<file path="config.mk">
export PLATFORM = sky130hd
export DESIGN_NAME = serial_slt_unit_flat
export DESIGN_NICKNAME = d
export VERILOG_FILES = /design/src/rtl/serial_slt_unit_if.sv /design/src/rtl/serial_slt_unit.sv /design/src/flat_wrapper.sv
export SDC_FILE = /design/constraint.sdc
export NUM_CORES = 1
export LEC_CHECK = 0
export BUFFER_PORTS_ARGS = -buffer_cell sky130_fd_sc_hd__buf_2
export CAP_MARGIN = 20
export CORE_ASPECT_RATIO = 0.5
export CORE_MARGIN = 3
export CORE_UTILIZATION = 59
export CTS_CLUSTER_DIAMETER = 50
export DETAILED_ROUTE_END_ITERATION = 7
export GPL_ROUTABILITY_DRIVEN = 0
export PLACE_DENSITY = 0.84
export SYNTH_ARGS = -nofsm -noshare
export SYNTH_HDL_FRONTEND = slang
export SYNTH_SLANG_ARGS = --single-unit
</file>
<file path="constraint.sdc">
create_clock -name clk -period 3.5 [get_ports clk]
set_input_delay 0.7 -clock clk [delete_from_list [all_inputs] [get_ports clk]]
set_output_delay 0.7 -clock clk [all_outputs]
set_load 0.05 [all_outputs]
</file>
<file path="src/rtl/serial_slt_unit_if.sv">
// Request/response bundle for serial_slt_unit.
// The eq flag exists only when SERIAL_SLT_EQ_FLAG_EN is defined.
interface serial_slt_unit_if #(
  parameter int unsigned WIDTH = 32
);
  logic             start;
  logic [WIDTH-1:0] a;
  logic [WIDTH-1:0] b;
  logic             is_unsigned;
  logic             busy;
  logic             done;
  logic             lt;
  logic [WIDTH-1:0] diff;
  logic             ovf;
`ifdef SERIAL_SLT_EQ_FLAG_EN
  logic             eq;

  modport master (
    output start, a, b, is_unsigned,
    input  busy, done, lt, diff, ovf, eq
  );
  modport slave (
    input  start, a, b, is_unsigned,
    output busy, done, lt, diff, ovf, eq
  );
`else
  modport master (
    output start, a, b, is_unsigned,
    input  busy, done, lt, diff, ovf
  );
  modport slave (
    input  start, a, b, is_unsigned,
    output busy, done, lt, diff, ovf
  );
`endif
endinterface

</file>
<file path="src/rtl/serial_slt_unit.sv">
// Digit-serial A-B compare producing the SLT/SLTU bit, full difference and signed overflow.
// Optional eq flag (diff == 0) is enabled by defining SERIAL_SLT_EQ_FLAG_EN.
module serial_slt_unit #(
  parameter int unsigned WIDTH = 32,
  parameter int unsigned DIGIT = 1
) (
  input  logic              clk,
  input  logic              rst_n,
  serial_slt_unit_if.slave  bus
);
  localparam int unsigned NDIG  = WIDTH / DIGIT;
  localparam int unsigned CNT_W = (NDIG > 1) ? $clog2(NDIG) : 1;

  localparam logic [1:0] IDLE   = 2'd0;
  localparam logic [1:0] RUN    = 2'd1;
  localparam logic [1:0] FINISH = 2'd2;

  logic [1:0]       state_q, state_d;
  logic [WIDTH-1:0] a_q, a_d, nb_q, nb_d, sh_q, sh_d, diff_q, diff_d;
  logic [CNT_W-1:0] cnt_q, cnt_d;
  logic             carry_q, carry_d, uns_q, uns_d;
  logic             busy_q, busy_d, done_q, done_d, lt_q, lt_d, ovf_q, ovf_d;
`ifdef SERIAL_SLT_EQ_FLAG_EN
  logic             sticky_q, sticky_d, eq_q, eq_d;
`endif

  logic [DIGIT:0]   dsum_c;
  logic             cout_c, cin_msb_c;
  logic [WIDTH-1:0] sh_next_c;

  // One digit of A + ~B + carry; carry into the digit MSB recovered from the sum bit.
  assign dsum_c    = {1'b0, a_q[DIGIT-1:0]} + {1'b0, nb_q[DIGIT-1:0]} + (DIGIT+1)'(carry_q);
  assign cout_c    = dsum_c[DIGIT];
  assign cin_msb_c = dsum_c[DIGIT-1] ^ a_q[DIGIT-1] ^ nb_q[DIGIT-1];
  assign sh_next_c = WIDTH'({dsum_c[DIGIT-1:0], sh_q} >> DIGIT);

  always_comb begin
    state_d = state_q;
    a_d     = a_q;
    nb_d    = nb_q;
    sh_d    = sh_q;
    cnt_d   = cnt_q;
    carry_d = carry_q;
    uns_d   = uns_q;
    diff_d  = diff_q;
    lt_d    = lt_q;
    ovf_d   = ovf_q;
    done_d  = 1'b0;
`ifdef SERIAL_SLT_EQ_FLAG_EN
    sticky_d = sticky_q;
    eq_d     = eq_q;
`endif
    case (state_q)
      IDLE: begin
        if (bus.start) begin
          a_d     = bus.a;
          nb_d    = ~bus.b;
          uns_d   = bus.is_unsigned;
          carry_d = 1'b1;
          cnt_d   = '0;
          sh_d    = '0;
`ifdef SERIAL_SLT_EQ_FLAG_EN
          sticky_d = 1'b0;
`endif
          state_d = RUN;
        end
      end
      RUN: begin
        sh_d    = sh_next_c;
        carry_d = cout_c;
        a_d     = a_q >> DIGIT;
        nb_d    = nb_q >> DIGIT;
        cnt_d   = cnt_q + CNT_W'(1);
`ifdef SERIAL_SLT_EQ_FLAG_EN
        sticky_d = sticky_q | (|dsum_c[DIGIT-1:0]);
`endif
        // Results are registered on the last digit so they are valid alongside done.
        if (cnt_q == CNT_W'(NDIG - 1)) begin
          state_d = FINISH;
          done_d  = 1'b1;
          diff_d  = sh_next_c;
          ovf_d   = cin_msb_c ^ cout_c;
          lt_d    = uns_q ? ~cout_c : (dsum_c[DIGIT-1] ^ cin_msb_c ^ cout_c);
`ifdef SERIAL_SLT_EQ_FLAG_EN
          eq_d    = ~sticky_d;
`endif
        end
      end
      FINISH:  state_d = IDLE;
      default: state_d = IDLE;
    endcase
    busy_d = (state_d != IDLE);
  end

  always_ff @(posedge clk) begin
    if (!rst_n) begin
      state_q <= IDLE;
      a_q     <= '0;
      nb_q    <= '0;
      sh_q    <= '0;
      cnt_q   <= '0;
      carry_q <= 1'b0;
      uns_q   <= 1'b0;
      diff_q  <= '0;
      lt_q    <= 1'b0;
      ovf_q   <= 1'b0;
      busy_q  <= 1'b0;
      done_q  <= 1'b0;
`ifdef SERIAL_SLT_EQ_FLAG_EN
      sticky_q <= 1'b0;
      eq_q     <= 1'b0;
`endif
    end else begin
      state_q <= state_d;
      a_q     <= a_d;
      nb_q    <= nb_d;
      sh_q    <= sh_d;
      cnt_q   <= cnt_d;
      carry_q <= carry_d;
      uns_q   <= uns_d;
      diff_q  <= diff_d;
      lt_q    <= lt_d;
      ovf_q   <= ovf_d;
      busy_q  <= busy_d;
      done_q  <= done_d;
`ifdef SERIAL_SLT_EQ_FLAG_EN
      sticky_q <= sticky_d;
      eq_q     <= eq_d;
`endif
    end
  end

  assign bus.busy = busy_q;
  assign bus.done = done_q;
  assign bus.lt   = lt_q;
  assign bus.diff = diff_q;
  assign bus.ovf  = ovf_q;
`ifdef SERIAL_SLT_EQ_FLAG_EN
  assign bus.eq   = eq_q;
`endif
endmodule

</file>
<file path="src/flat_wrapper.sv">
// flat-port wrapper written by rule: the top's interface ports become plain ports
module serial_slt_unit_flat 
#(
  parameter int unsigned WIDTH = 32,
  parameter int unsigned DIGIT = 1
)
  (clk, rst_n, bus_start, bus_a, bus_b, bus_is_unsigned, bus_busy, bus_done, bus_lt, bus_diff, bus_ovf);
  serial_slt_unit_if #(.WIDTH(WIDTH)) bus_i ();
  input  logic clk;
  input  logic rst_n;
  input wire logic [$bits(bus_i.start)-1:0] bus_start;
  input wire logic [$bits(bus_i.a)-1:0] bus_a;
  input wire logic [$bits(bus_i.b)-1:0] bus_b;
  input wire logic [$bits(bus_i.is_unsigned)-1:0] bus_is_unsigned;
  output wire logic [$bits(bus_i.busy)-1:0] bus_busy;
  output wire logic [$bits(bus_i.done)-1:0] bus_done;
  output wire logic [$bits(bus_i.lt)-1:0] bus_lt;
  output wire logic [$bits(bus_i.diff)-1:0] bus_diff;
  output wire logic [$bits(bus_i.ovf)-1:0] bus_ovf;
  assign bus_i.start = bus_start;
  assign bus_i.a = bus_a;
  assign bus_i.b = bus_b;
  assign bus_i.is_unsigned = bus_is_unsigned;
  assign bus_busy = bus_i.busy;
  assign bus_done = bus_i.done;
  assign bus_lt = bus_i.lt;
  assign bus_diff = bus_i.diff;
  assign bus_ovf = bus_i.ovf;
  serial_slt_unit #(.WIDTH(WIDTH), .DIGIT(DIGIT)) u_core (.clk(clk), .rst_n(rst_n), .bus(bus_i));
endmodule
</file>
Word-level counts from Yosys, hierarchy flattened
Cells that the tools add are included.

Add/sub/neg operators: 3. Mux-type cells: 15. Div/mod/pow operators: 0. Bitwise gates (word level): 7. Eq/ne operators: 3. Shift-type cells: 0. Multipliers: 0. Reduce and logical (&&, ||, !) cells: 7. $lt $le $gt $ge: 0.

Operators with widths (number): case mux 32 bit (2 select lines) (3); two-way mux 32 bit (3); NOT 32 bit (1); case mux 5 bit (2 select lines) (1); AND reduction 2 bit (4); adder 5 x 1 -> 5 bit, second input constant (1); equality test 5 bit, second input constant (1); two-way mux 5 bit (1); XOR 1 bit (5); two-way mux 2 bit (2); case mux 2 bit (2 select lines) (1); nonzero test 2 bit (2); two-way mux 1 bit (3); adder 1 x 1 -> 2 bit (1); adder 2 x 1 -> 2 bit (1); equality test 2 x 1 -> 1 bit, second input constant (1); zero test 2 bit (1); inequality test 2 bit, second input constant (1); case mux 1 bit (2 select lines) (1); NOT 1 bit (1).

Memories: 0. Bits in read-only memories: 0. Bits of input ports: 68. Logic and storage cells: 47. RAM bits: 0. Flip-flop bits (word level): 141. Bits in latches: 0. Output and inout port bits: 36.

Depth between registers and ports, before layout
Gate-level depths: netlist of the first run.

Word-level depth: 7. Depth in mapped cells: 8. Gate-level depth less buffers: 6.

Least setup slack after synthesis of the first run
Ideal clock, no wire load.

Path type: register to register. Start point: register u_core.cnt_q[0]. End point: register u_core.ovf_q (netlist: u_core.bus.ovf). Library setup time: 0.086 ns. Data arrival time: 1.537 ns. Clock period less this slack: 1.622 ns. Required time: 3.414 ns. Path slack: 1.878 ns. Cell stages (with the launch flop): 8. Path buffers: 2. Cell sequence: dfxtp_1 -> ha_1 -> and3_1 -> ha_1 -> and3b_1 -> buf_4 -> buf_6 -> a211oi_1.

Word-level cells in the longest chain between the ends: 2.

Ends and longest elaborated chain: start, declared (RTL line serial_slt_unit.sv:20) `logic [CNT_W-1:0] cnt_q, cnt_d;`; start signal, assigned (RTL line serial_slt_unit.sv:118) `cnt_q <= cnt_d;`; equality test 5 bit (RTL line serial_slt_unit.sv:78) `if (cnt_q == CNT_W'(NDIG - 1)) begin`; AND reduction 2 bit (no source line); end signal, assigned (RTL line serial_slt_unit.sv:123) `ovf_q <= ovf_d;`; end, declared (RTL line serial_slt_unit.sv:22) `logic busy_q, busy_d, done_q, done_d, lt_q, lt_d, ovf_q, ovf_d;`.

No other way between the ends. A chain may end at the register's enable or synchronous reset.

Worst setup path after layout of the first run
Start point: register u_core.state_q[1]. End point: register u_core.nb_q[0].

Word-level cells in the longest chain between the ends: 3. Elaborated cells between the ends (all ways): 6. Those cells by class: eq/ne (2); mux (1); reduce/logical (3).

Ends and longest elaborated chain: start, declared (RTL line serial_slt_unit.sv:18) `logic [1:0] state_q, state_d;`; start signal, assigned (RTL line serial_slt_unit.sv:114) `state_q <= state_d;`; equality test 2 x 1 -> 1 bit or zero test 2 bit (tied branches) (RTL line serial_slt_unit.sv:53) `case (state_q)`; nonzero test 2 bit (no source line) or inequality test 2 bit (tied branches); AND reduction 2 bit (no source line); end signal, assigned (RTL line serial_slt_unit.sv:116) `nb_q <= nb_d;`; end, declared (RTL line serial_slt_unit.sv:19) `logic [WIDTH-1:0] a_q, a_d, nb_q, nb_d, sh_q, sh_d, diff_q, diff_d;`.

Several ways; a longest one is shown, not always the timed one.

==> flow_summary.json, run 1 <==
{
  "via_per_inst": 5.89,
  "yosysTopAreaCellShare_pct": 50.2,
  "slowest_stage": "dfxtp_1",
  "final-seq-area_um2": 2800,
  "synth_top_area_cell": "dfxtp_1",
  "synth_edf_count": 0,
  "worstSetupPathType": "register to register",
  "dieArea_um2": 10700,
  "antenna_found_initial": 0,
  "crit_buf_inv": 2,
  "antenna_left": 0,
  "worstPathArrival_ns": 2.49,
  "grt_max_degree": 63,
  "slew_viol_final": 0,
  "die_h_um": 74.8,
  "status": "complete, no violations",
  "grt_overflow": 0,
  "postCtsResizedCells": 0,
  "crit_chain": "buf_4 > inv_1 > a221oi_1",
  "synth_nets": 667,
  "antenna_cells": 0,
  "cts_setup_buffers": 0,
  "drive_gt1_share_pct": 25.9,
  "place.port_buffers": 103,
  "worstReg2RegStart": "u_core.state_q[1]$_SDFF_PN0_",
  "postLayoutCellArea_um2": 6610,
  "layout.nets": 738,
  "synth_cell_types": 39,
  "yosysWarnings": 0,
  "totalWireLength_um": 12600,
  "dp_hpwl_um": 7540,
  "setup_viol_count_final": 0,
  "finalCriticalPeriod_ns": 2.19,
  "hold_depth": 2,
  "fp.dieW_um": 144,
  "root_buffer": "clkbuf_16",
  "syn-mean-instance-area_um2": 9.39,
  "hold_viol": 0,
  "synthTopCellsByCount": "dfxtp_1, nand2_1, a21oi_1",
  "yosys_most_used_dff": "dfxtp_1",
  "clkTransAtPathRegs_ns": 0.06,
  "fillCellCount": 682,
  "skew_ns": 0.00757,
  "multiInputGateArea_um2": 2440,
  "end_kind": "register",
  "num_vias": 4690,
  "ir_drop_v": 0.000384,
  "maxCapViolCount": 0,
  "placed_area_um2": 6000,
  "slew_headroom_pct": 33.0,
  "leakage_uw": 0.00269,
  "rsz0062_at_grt": "false",
  "wl_per_cell_um": 15.8,
  "netlist_area_um2": 5580,
  "grt_pass1_vias": 4215,
  "core_area_um2": 8950,
  "clkLatencyLatePin_ns": 0.40,
  "grt_pass1_wl_um": 20000,
  "setup_slack_ns": 1.31,
  "rows": 24,
  "hp-class": "register to register",
  "numCtsBuffers": 17,
  "drtIter0Drc": 378,
  "ys_ff_latch": 140,
  "ys_seq_area_share_pct": 50.2,
  "hp-start": "u_core.bus.diff[3]$_SDFFE_PN0P_",
  "syn_to_final_growth_pct": 18.4,
  "drtPass1Iterations": 5,
  "min_to": "u_core.bus.diff[3]$_SDFFE_PN0P_",
  "critPathLaunchType": "register",
  "start_util_pct": 62.4,
  "cpPeakStageDelay_ns": 0.80,
  "cts_tree": "yes",
  "worstRegToRegCells": 3,
  "power.density_nw_per_um2": 581,
  "syn_inst": 595,
  "htree_levels": 4,
  "ys_top_cells_by_area": "dfxtp_1, a21oi_1, o21ai_0",
  "finalCritPeriodShare_pct": 62.5,
  "crit_family": "buffers and inverters",
  "drc": 0,
  "grt_usage_pct": 23.2,
  "cp_max_fo": 32,
  "synth_most_common_cell": "dfxtp_1",
  "rr_endpoint": "u_core.nb_q[0]$_SDFFE_PN0P_",
  "cts.sinks": 140,
  "worst_slew_pin_slew_ns": 1.00,
  "cts_hold_buf": 0,
  "clockBufferDepth": 2,
  "finalSetupTns_ns": 0,
  "io_pins": 104,
  "preCtsSetupSlack_ns": 1.25,
  "cp.required_ns": 3.80,
  "fmax_mhz": 457,
  "async_reset_ff_share_pct": 0,
  "reg2reg_slack_ns": 1.31
}
## kinds of logic (layout without fill, tap and decap cells)
| logic type | after synthesis | after routing | share of synthesized area, % |
|---|---|---|---|
| AO/OA/AOI/OAI | 230 | 230 | 28.3 |
| AND/OR/NAND/NOR | 149 | 149 | 13.4 |
| flip-flops | 140 | 140 | 50.2 |
| buffers and inverters | 68 | 152 | 6.23 |
| adder cells (fa/ha/maj) | 4 | 4 | 1.17 |
| multiplexers | 3 | 3 | 0.538 |
| XOR/XNOR | 1 | 1 | 0.157 |
## flip-flops by register name, summed over array words and instances (netlist names), 2 cells and up
name / count
u_core.a_q: 32
u_core.bus.diff: 32
u_core.nb_q: 32
u_core.sh_q: 31
u_core.cnt_q: 5
u_core.state_q: 2
## through the flow
stage / util (%) / power [uW] / hold slack, ns / instances
floorplan: - / 1960 / 0.432 / 595
global placement: 67.1 / 2040 / 0.442 / 764
detailed placement: 67.1 / 2050 / 0.443 / 764
CTS: 73.9 / 3860 / 0.451 / 796
global route: 73.9 / 3980 / 0.464 / 796
finish: 73.9 / 3840 / 0.450 / 796
## power by group
group | internal (uW) | total [uW] | switching [uW]
logic | 147 | 308 | 161
registers | 1670 | 1710 | 44.5
clock network | 1140 | 1820 | 680
## layout make-up
class | count | area share [%]
sequential | 140 | 42.4
clock buffer | 19 | 6.70
tap | 117 | 2.21
clock inverter | 13 | 2.50
multi-input combinational | 387 | 36.9
timing repair buffer | 113 | 8.93
inverter | 7 | 0.397
## layout by cell type (no fill, tap or decap), drive strengths merged, types with 30 or more instances in the layout
master | netlist | routed
o21ai | 60 | 60
or3b | 30 | 30
buf | 31 | 113
a22oi | 35 | 35
a2bb2oi | 30 | 30
nor2 | 41 | 41
a21oi | 64 | 64
nand2 | 67 | 67
dfxtp | 140 | 140
o221a | 31 | 31
## how the worst max path moves through the flow
stage / endpoint / from / depth (start not counted)
global route: u_core.cnt_q[2]$_SDFFE_PN0P_ / u_core.state_q[0]$_SDFF_PN0_ / 4
detailed placement: u_core.a_q[8]$_SDFFE_PN0P_ / bus_start / 5
global placement: u_core.a_q[22]$_SDFFE_PN0P_ / bus_start / 5
finish: u_core.nb_q[0]$_SDFFE_PN0P_ / u_core.state_q[1]$_SDFF_PN0_ / 3
floorplan: u_core.bus.ovf$_SDFFE_PN0P_ / u_core.cnt_q[0]$_SDFFE_PN0P_ / 7
CTS: u_core.nb_q[0]$_SDFFE_PN0P_ / u_core.state_q[1]$_SDFF_PN0_ / 3
## tightest hold or removal path, stage by stage, from the launching register on
cell,delay [ns]
dfxtp_1,0.30
nand2_1,0.05
a21oi_1,0.05
## routing by layer
layer,up-vias,part of all wire (%),GRT usage [%]
li1,2306,-,-
met1,2221,47,31.5
met2,151,46,37.0
met3,12,5.5,6.03
met4,0,1.1,7.83
met5,-,0,0
No activity file was read; power rests on OpenSTA's default activity.
==> run 2, diff against run 1 <==
Settings changed: CORE_UTILIZATION 59 to 50, PLACE_DENSITY 0.84 to 0.76.
Clock period 3.5 ns to 1.95 ns, I/O delays scaled along.
==> run 2 against run 1 <==
Power is 79% higher. Hold slack worse by 0.22 ns. Count of clock-buffer cells in the layout down 1. Critical path depth is 4 higher. Critical endpoint is now u_core.bus.ovf$_SDFFE_PN0P_.
==> flow_summary.json, run 2 (synthesis results as in run 1) <==
{
  "core_area_um2": 10500,
  "preCtsSetupSlack_ns": 0.284,
  "grt_overflow": 0,
  "setup_viol_count_final": 0,
  "numCtsBuffers": 17,
  "end_kind": "register",
  "final_common_cell": "dfxtp_1",
  "power.density_nw_per_um2": 1020,
  "slew_viol_final": 0,
  "layoutNonFillerInstCount": 828,
  "cp_max_fo": 23,
  "wl_per_cell_um": 15.3,
  "layout.nets": 747,
  "finalCriticalPeriod_ns": 1.71,
  "antenna_found_initial": 0,
  "io_pins": 104,
  "num_vias": 4690,
  "maxCapViolCount": 0,
  "drtPass1Iterations": 5,
  "drtIter0Drc": 393,
  "clkLatencyLatePin_ns": 0.42,
  "die_h_um": 80.7,
  "final_cell_mix": "dfxtp_1, buf_2, nand2_1",
  "finalCritPeriodShare_pct": 87.7,
  "antenna_left": 0,
  "dp_hpwl_um": 7750,
  "cts_hold_buf": 0,
  "fmax_mhz": 585,
  "finalPower_uw": 6890,
  "hp-class": "primary input to register",
  "hold_viol": 0,
  "drc": 0,
  "critPathLaunchType": "register",
  "postCtsResizedCells": 0,
  "drive_gt1_share_pct": 27.0,
  "finalSetupTns_ns": 0,
  "skew_ns": 0.00789,
  "syn_to_final_growth_pct": 21.4,
  "dieArea_um2": 12500,
  "clkTransAtPathRegs_ns": 0.06,
  "place.port_buffers": 103,
  "worst_slew_pin_slew_ns": 1.01,
  "fin_util_pct": 64.3,
  "grt_usage_pct": 20.8,
  "setup_slack_ns": 0.240,
  "cts_setup_buffers": 0,
  "slew_headroom_pct": 32.9,
  "totalWireLength_um": 12700,
  "fp.dieW_um": 155,
  "status": "complete, no violations",
  "grt_pass1_wl_um": 21400,
  "root_buffer": "clkbuf_16",
  "leakage_uw": 0.00276,
  "grt_pass1_vias": 4489,
  "rows": 26,
  "cts_tree": "yes",
  "dp.cells": 796,
  "htree_levels": 4,
  "rsz0062_at_grt": "false",
  "grt_max_degree": 63,
  "cp.required_ns": 2.28,
  "worstSetupPathType": "register to register",
  "antenna_cells": 0,
  "ir_drop_v": 0.000526,
  "start_util_pct": 53.0,
  "via_per_inst": 5.66,
  "clockBufferDepth": 2,
  "cts.sinks": 140,
  "worstPathArrival_ns": 2.04
}
## run 2: changes by cell type in the layout (fill, tap and decap cells not counted), sizes merged
cell      before  now
buf          113  122
inv            9   12
bufinv         3    2
clkinv         4    5
clkbuf        19   18
clkinvlp       4    2
## run 2: where the power goes
| group | switching, uW | leakage [uW] | internal [uW] |
|---|---|---|---|
| combinational | 305 | 0.00133 | 285 |
| clock | 1300 | 0.000288 | 1940 |
| sequential | 67.4 | 0.00115 | 2990 |
## run 2: cell type report
type | instances | area, um^2
Tap cell | 140 | 175
Clock inverter | 14 | 159
Sequential cell | 140 | 2800
Multi-Input combinational cell | 387 | 2450
Fill cell | 909 | 3760
Inverter | 7 | 26.3
Timing Repair Buffer | 122 | 733
Clock buffer | 18 | 439
## run 2: per-layer routing
layer  routed length [um]  track usage [%]  vias to the layer above
li1                     -                -                     2314
met1                 6050             28.2                     2233
met2                 5700             32.6                      130
met3                  771             6.03                       13
met4                  153             6.11                        0
met5                    0                0                        -
## run 2: worst paths after layout
kind	startpoint	endpoint	slack [ns]	cells after the start
max	u_core.cnt_q[0]$_SDFFE_PN0P_	u_core.bus.ovf$_SDFFE_PN0P_	0.24	7
min	bus_a[31]	u_core.a_q[31]$_SDFFE_PN0P_	0.23	3
max reg2reg	u_core.cnt_q[0]$_SDFFE_PN0P_	u_core.bus.ovf$_SDFFE_PN0P_	0.24	7
min reg2reg	u_core.bus.diff[22]$_SDFFE_PN0P_	u_core.bus.diff[22]$_SDFFE_PN0P_	0.45	2
## run 2: worst max-delay path, stage by stage (launching register included)
cell	delay, ns
dfxtp_1	0.37
ha_1	0.20
and3_1	0.16
ha_1	0.20
and3b_1	0.25
buf_12	0.17
nor2_1	0.06
a211oi_1	0.21
## run 2: through the flow
stage	cell area (um^2)	hold WS, ns
floorplan	5580	0.432
global placement	6180	0.440
detailed placement	6180	0.444
CTS	6780	0.235
global route	6780	0.241
finish	6780	0.234
==> run 3, diff against run 2 <==
Settings changed: MAX_ROUTING_LAYER set to met4.
==> run 3 against run 2 <==
Power shrank 0.13%. Critical path depth unchanged. Sequential power about the same. Highest routed layer unchanged. Critical path type unchanged. Combinational power is essentially flat. Cell count is the same. Utilization is the same. Clock skew grew 0.0027 ns. Die area did not move. Largest power group unchanged. Sequential share of layout area did not move. Final area stayed put. First-iteration DRC count up 5.6%.
==> flow_summary.json, run 3 (synthesis results as in run 1) <==
{
  "ir_drop_v": 0.000521,
  "finalSetupTns_ns": 0,
  "grt_usage_pct": 21.5,
  "antenna_left": 0,
  "finalCriticalPeriod_ns": 1.71,
  "rows": 26,
  "status": "complete, no violations",
  "slowest_stage": "dfxtp_1",
  "place.port_buffers": 103,
  "grt_pass1_wl_um": 21400,
  "grt_max_degree": 63,
  "totalWireLength_um": 12700,
  "fillCellCount": 909,
  "setup_viol_count_final": 0,
  "io_pins": 104,
  "worstSetupPathType": "register to register",
  "cts_tree": "yes",
  "drtIter0Drc": 415,
  "preCtsSetupSlack_ns": 0.284,
  "cts_hold_buf": 0,
  "end_kind": "register",
  "rsz0062_at_grt": "false",
  "start_util_pct": 53.0,
  "worstPathArrival_ns": 2.03,
  "crit_buf_inv": 1,
  "setup_slack_ns": 0.241,
  "worst_slew_pin_slew_ns": 1.00,
  "crit_family": "simple AND/OR/NAND/NOR gates",
  "drc": 0,
  "htree_levels": 4,
  "root_buffer": "clkbuf_16",
  "clockBufferDepth": 2,
  "die_h_um": 80.7,
  "cts.sinks": 140,
  "num_vias": 4715,
  "power.density_nw_per_um2": 1020,
  "final_common_cell": "dfxtp_1",
  "cp.required_ns": 2.27,
  "cts_setup_buffers": 0,
  "layout.nets": 747,
  "crit_chain": "ha_1 > and3_1 > ha_1 > and3b_1 > buf_12 > nor2_1 > a211oi_1",
  "cpPeakStageDelay_ns": 0.37,
  "dp_hpwl_um": 7750,
  "leakage_uw": 0.00276,
  "dieArea_um2": 12500,
  "grt_overflow": 0,
  "hp-class": "primary input to register",
  "finalCritPeriodShare_pct": 87.6,
  "antenna_found_initial": 0,
  "critPathLaunchType": "register",
  "slew_viol_final": 0,
  "cpMostUsedCell": "ha_1",
  "via_per_inst": 5.69,
  "syn_to_final_growth_pct": 21.4,
  "maxCapViolCount": 0,
  "grt_pass1_vias": 4475,
  "antenna_cells": 0,
  "final_cell_mix": "dfxtp_1, buf_2, nand2_1",
  "numCtsBuffers": 17,
  "drive_gt1_share_pct": 27.0,
  "clkTransAtPathRegs_ns": 0.06,
  "core_area_um2": 10500,
  "fmax_mhz": 585,
  "slew_headroom_pct": 33.1,
  "skew_ns": 0.0106,
  "clkLatencyLatePin_ns": 0.42,
  "cp_max_fo": 23,
  "fp.dieW_um": 155,
  "fin_util_pct": 64.3,
  "hold_viol": 0,
  "postCtsResizedCells": 0,
  "drtPass1Iterations": 5,
  "wl_per_cell_um": 15.3
}
run 3: final timing paths:
kind / startpoint / end / slack (ns) / cells after the start
worst max-delay path: u_core.cnt_q[0]$_SDFFE_PN0P_ / u_core.bus.ovf$_SDFFE_PN0P_ / 0.24 / 7
worst max register to register: u_core.cnt_q[0]$_SDFFE_PN0P_ / u_core.bus.ovf$_SDFFE_PN0P_ / 0.24 / 7
worst min-delay path: bus_a[31] / u_core.a_q[31]$_SDFFE_PN0P_ / 0.24 / 3
worst min register to register: u_core.bus.diff[22]$_SDFFE_PN0P_ / u_core.bus.diff[22]$_SDFFE_PN0P_ / 0.45 / 2
run 3: where the power goes:
| group | leakage, uW | switching (uW) | total [uW] | internal, uW |
|---|---|---|---|---|
| logic | 0.00133 | 305 | 589 | 284 |
| clock network | 0.000288 | 1290 | 3240 | 1940 |
| registers | 0.00115 | 67.7 | 3060 | 2990 |
run 3: area by class of cell:
cell class / instances / area (um^2) / share of cell area [%]
clock inverters: 14 / 159 / 2.34
inverters: 7 / 26.3 / 0.387
flip-flops and latches: 140 / 2800 / 41.3
multi-input cells: 387 / 2450 / 36.1
well taps: 140 / 175 / 2.58
repair buffers: 122 / 733 / 10.8
clock buffers: 18 / 439 / 6.48
run 3: worst register-to-register path: cells and delay by family (launching register included):
family	cells	cell delay [ns]
fa+ha+maj	2	0.39
simple gates	3	0.47
buf+inv	1	0.18
compound gates	1	0.21
flops	1	0.37
run 3: routing by layer:
metal / GRT usage (%) / routed length [um] / vias to the layer above
met3: 6.14 / 679 / 11
met2: 32.7 / 5740 / 114
met4: 5.85 / 129 / 0
li1: - / - / 2317
met5: - / 0 / -
met1: 28.3 / 6110 / 2273
run 3: stage by stage:
step	instances	cell area (um^2)	total power [uW]	hold slack, ns
2_1_floorplan	595	5580	3520	0.432
3_3_place_gp	796	6180	3680	0.440
3_5_place_dp	796	6180	3700	0.444
4_1_cts	828	6780	6940	0.235
5_1_grt	828	6780	7160	0.241
6_report	828	6780	6890	0.242
